[config.mk]
export PLATFORM = sky130hd
export DESIGN_NAME = txepad
export DESIGN_NICKNAME = d
export VERILOG_FILES = /design/src/rtl/txepad.sv
export SDC_FILE = /design/constraint.sdc
export NUM_CORES = 1
export LEC_CHECK = 0
export ABC_AREA = 1
export BUFFER_PORTS_ARGS = -buffer_cell sky130_fd_sc_hd__buf_4
export CAP_MARGIN = 20
export CORE_MARGIN = 2
export CORE_UTILIZATION = 40
export DETAILED_ROUTE_END_ITERATION = 12
export HOLD_SLACK_MARGIN = 0.1
export RECOVER_POWER = 25
export SYNTH_ARGS = -nofsm -noshare
export SYNTH_HDL_FRONTEND = slang
export SYNTH_SLANG_ARGS = --single-unit
[constraint.sdc]
create_clock -name i_clk -period 1.7 [get_ports i_clk]
set_clock_uncertainty 0.05 [all_clocks]
set_input_delay 0 -clock i_clk [delete_from_list [all_inputs] [get_ports i_clk]]
set_output_delay 0 -clock i_clk [all_outputs]
set_load 0.01 [all_outputs]
[src/rtl/txepad.sv]
// Frame pad stage for a nibble stream: forwards frames one i_ce late and zero-pads short frames.
// Optional TXEPAD_GAP_EN adds a 24-nibble inter-frame gap after every completed frame.
module txepad #(
  parameter int unsigned MINNIBBLES = 120
) (
  input  logic       i_clk,
  input  logic       i_reset,
  input  logic       i_ce,
  input  logic       i_en,
  input  logic       i_cancel,
  input  logic       i_v,
  input  logic [3:0] i_d,
  output logic       o_v,
  output logic [3:0] o_d,
  output logic       o_busy,
  output logic       o_err
);

  localparam int unsigned LGNCOUNT = (MINNIBBLES < 127) ? 7 : ((MINNIBBLES < 255) ? 8 : 9);
  localparam logic [LGNCOUNT-1:0] MinCnt = LGNCOUNT'(MINNIBBLES);

`ifdef TXEPAD_GAP_EN
  localparam logic [4:0] GapLast = 5'd23;
  typedef enum logic [1:0] {StIdle, StPass, StPad, StGap} state_e;
`else
  typedef enum logic [1:0] {StIdle, StPass, StPad} state_e;
`endif

  state_e              state_q, state_d;
  logic [LGNCOUNT-1:0] count_q, count_d;
  logic                en_q, en_d;
  logic                v_q, v_d;
  logic [3:0]          d_q, d_d;
  logic                err_q, err_d;
`ifdef TXEPAD_GAP_EN
  logic [4:0]          gap_q, gap_d;
`endif

  // Where a frame goes once its last nibble (data or pad) has been emitted.
  state_e end_state;
`ifdef TXEPAD_GAP_EN
  assign end_state = StGap;
`else
  assign end_state = StIdle;
`endif

  always_comb begin
    state_d = state_q;
    count_d = count_q;
    en_d    = en_q;
    v_d     = 1'b0;
    d_d     = 4'h0;
    err_d   = 1'b0;
`ifdef TXEPAD_GAP_EN
    gap_d   = 5'd0;
`endif
    if (i_cancel) begin
      state_d = StIdle;
      count_d = '0;
    end else begin
      case (state_q)
        StIdle: begin
          if (i_v) begin
            state_d = StPass;
            count_d = LGNCOUNT'(1);
            en_d    = i_en;
            v_d     = 1'b1;
            d_d     = i_d;
          end
        end
        StPass: begin
          if (i_v) begin
            v_d = 1'b1;
            d_d = i_d;
            if (count_q < MinCnt) count_d = count_q + 1'b1;
          end else if (en_q && (count_q < MinCnt)) begin
            state_d = StPad;
            v_d     = 1'b1;
            count_d = count_q + 1'b1;
          end else begin
            state_d = end_state;
          end
        end
        StPad: begin
          // Input nibbles arriving here are dropped and flagged.
          err_d = i_v;
          if (count_q < MinCnt) begin
            v_d     = 1'b1;
            count_d = count_q + 1'b1;
          end else begin
            state_d = end_state;
          end
        end
`ifdef TXEPAD_GAP_EN
        StGap: begin
          err_d = i_v;
          if (gap_q == GapLast) begin
            state_d = StIdle;
          end else begin
            gap_d = gap_q + 5'd1;
          end
        end
`endif
        default: state_d = StIdle;
      endcase
    end
  end

  always_ff @(posedge i_clk) begin
    if (i_reset) begin
      state_q <= StIdle;
      count_q <= '0;
      en_q    <= 1'b0;
      v_q     <= 1'b0;
      d_q     <= 4'h0;
      err_q   <= 1'b0;
`ifdef TXEPAD_GAP_EN
      gap_q   <= 5'd0;
`endif
    end else if (i_ce) begin
      state_q <= state_d;
      count_q <= count_d;
      en_q    <= en_d;
      v_q     <= v_d;
      d_q     <= d_d;
      err_q   <= err_d;
`ifdef TXEPAD_GAP_EN
      gap_q   <= gap_d;
`endif
    end
  end

  assign o_v   = v_q;
  assign o_d   = d_q;
  assign o_err = err_q;
`ifdef TXEPAD_GAP_EN
  assign o_busy = (state_q == StPad) || (state_q == StGap);
`else
  assign o_busy = (state_q == StPad);
`endif

  // Sanity properties on the frame counter and the pad stream.
  a_count_bound : assert property (@(posedge i_clk) disable iff (i_reset) count_q <= MinCnt);
  a_pad_zero : assert property (@(posedge i_clk) disable iff (i_reset)
    (o_v && o_busy) |-> (o_d == 4'h0));

endmodule

==> impl_metrics.tcl <==
set metrics [dict create \
    use_met1_pct 25.08 \
    grt_max_degree 16 \
    post-synth-top-count-cell "nand2_1" \
    tightest_slew_ns 0.3990 \
    busiest_layer "met2" \
    synth_top_family_by_area "simple AND/OR/NAND/NOR gates" \
    drv_cap 0 \
    insertedDiodeCount 0 \
    max_freq_ghz 0.6384 \
    cts_tree "done" \
    synth-simple-area-share_pct 40.85 \
    setup_viol 0 \
    clk_path_buf_depth 2 \
    gr-usage-met2_pct 29.56 \
    clk-insertion-delay-late_ns 0.29 \
    met3_usage_pct 2.459 \
    dpl.hpwl_um 1798 \
    worstSetupStartpointType "register" \
    reg2reg_slack_ns 0.13 \
    min_to "state_q[1]$_SDFFE_PP0P_" \
    synthMuxAreaShare_pct 0 \
    die_h_um 54.80 \
    run_status "finished, final reports clean" \
    vias 1091 \
    hold_path_startpoint "i_ce" \
    grt_pass1_vias 924 \
    syn-instance-count 157 \
    area_growth_pct 28.00 \
    detail-route-antenna-nets 0 \
    core_um2 2455 \
    rsz0062_at_grt "no" \
    grt_usage_pct 18.88 \
    clock_sinks 16 \
    synth_nets 172 \
    overflow 0 \
    start_util_pct 42.05 \
    port_buffers 16 \
    routed_wl_um 2632 \
    fill_cells 228 \
    rows 18 \
    synth_compound_gate_area_share_pct 13.33 \
    routedWlPerCell_um 12.36 \
    critPathMaxFanout 8 \
    ys_seq_area_share_pct 31.03 \
    cp.arrival_ns 1.73 \
    rr_startpoint "state_q[1]$_SDFFE_PP0P_" \
    yosysTopAreaCell "dfxtp_1" \
    drv_slew 0 \
    drt_iter0_drc 30 \
    ys.flop_type "dfxtp_1" \
    grt_pass1_wl_um 4008 \
    clockRootBuffer "clkbuf_4" \
    cp_data_required_time_ns 1.87 \
    rr_endpoint "count_q[5]$_SDFFE_PP0P_" \
    r2r_cells 10 \
    relSlewSlack_pct 73.18 \
    drive_above_1_share_pct 21.31 \
    cts_buffers 3 \
    cts.clk_slew.worst_paths_ns 0.10 \
    dr.pass1.iters 4 \
    synth_top_area_share_pct 31.03 \
    p_leak_nw 0.5451 \
    syn_avg_cell_area_um2 6.575 \
    synth.distinct_cells 24 \
    synthAdderAreaFrac_pct 6.061 \
    hold_class "input port to register" \
    end_kind "register" \
    powerDensity_nw_per_um2 635.0 \
    hold_viol_final 0 \
    p_total_uw 839.1 \
    chipWidth_um 54.80 \
    synthXorXnorAreaFrac_pct 0 \
    finalCriticalPeriod_ns 1.566 \
    path_class "register to register" \
    synth_top_cells_by_count "nand2_1 (43), a21oi_1 (16), dfxtp_1 (16), nor2_1 (16)" \
    avgViaCountPerCell 5.122 \
    ir_worst_vdd_mv 0.4093 \
    nets 199 \
    drc 0 \
    whs_ns 0.1471 \
    ys_top_cells_by_area "dfxtp_1 (31%), nand2_1 (16%), a21oi_1 (7.8%)" \
    finalCritPeriodShare_pct 92.14 \
    whs_path_depth 5 \
    die-area_um2 3003 \
    ys_ff_latch 16 \
    ys_warn_count 0 \
    syn_area_um2 1032 \
    grt_antenna_before_repair 0 \
    io_pins 17 \
    htreeDepth 1 \
    synth_edf_count 0 \
    async_flop_share_pct 0 \
    place_congestion 0.8735 \
]
==> what timing repair did <==
| item | in CTS | in global routing |
|---|---|---|
| hold buffers | 8 | 0 |
| resized for setup | 1 | 15 |
| setup endpoints to repair | 5 | 7 |
| endpoints found under the hold margin | 16 | 0 |
| pin swaps | 0 | 1 |
| buffers inserted | 0 | 0 |
==> metal layers <==
layer / wire length, µm / share of wire, %
met1: 1161 / 44
met2: 1273 / 48
met3: 148 / 5.6
met4: 48 / 1.8
met5: 0 / 0
==> kinds of logic after synthesis <==
group,after synthesis
compound gates,26
fa+ha+maj,5
buf+inv,20
flops,16
simple gates,90
==> power by group <==
group	switching [mW]	internal [mW]
Combinational	0.110	0.0814
Clock	0.119	0.130
Sequential	0.0123	0.386
Total	0.241	0.598
==> sequential cells by signal (all words and copies together), names as in the netlist <==
register and cells:
count_q 7, en_q 1, state_q 2, o_d 4
o_v 1, o_err 1
==> worst max-delay path, cell delays in order, from the launching register on <==
cell and delay (ns):
dfxtp_2 0.36, inv_2 0.10, ha_4 0.19, nor2_2 0.07
nand3_1 0.08, inv_1 0.07, nor2_4 0.10, nand2_4 0.10
nor2_4 0.18, nand2_1 0.09, a21oi_2 0.12
==> layout make-up <==
type	count	area, µm²	share of cell area, %
clock buffer	4	36.28	2.746
inverter	17	63.81	4.830
multi-input combinational	121	669.4	50.66
sequential	16	325.3	24.62
tap	30	37.54	2.841
timing repair buffer	25	188.9	14.30
==> layout by cell type, fill, tap and decap left out, drive strengths merged, types with 5 or more instances in the layout <==
cell type,count
a21oi,16
buf,12
clkbuf,9
dfxtp,16
dlygate4sd3,8
ha,5
inv,16
nand2,48
nand3,15
nor2,20
o21ai,6
==> through the flow <==
stage	util [%]	worst slack, ns	cells	area, µm²	TNS [ns]
after global routing	53.82	0.004186	213	1321	0
after floorplan	-	0.1807	157	1032	0
after CTS	52.55	0.02727	213	1290	0
after global placement	47.71	0.07295	201	1171	0
after detailed placement	47.71	-0.001970	201	1171	-0.001970
final	53.82	0.1336	213	1321	0
==> worst max path at each step <==
stage,start,cells after the start,end
after floorplan,state_q[0]$_SDFFE_PP0P_,10,count_q[2]$_SDFFE_PP0P_
after global placement,state_q[1]$_SDFFE_PP0P_,10,count_q[6]$_SDFFE_PP0P_
after detailed placement,state_q[1]$_SDFFE_PP0P_,10,count_q[5]$_SDFFE_PP0P_
after CTS,state_q[0]$_SDFFE_PP0P_,10,count_q[5]$_SDFFE_PP0P_
after global routing,state_q[1]$_SDFFE_PP0P_,10,count_q[2]$_SDFFE_PP0P_
final,state_q[1]$_SDFFE_PP0P_,10,count_q[5]$_SDFFE_PP0P_
Note: power is estimated with default switching activity, not from simulation.
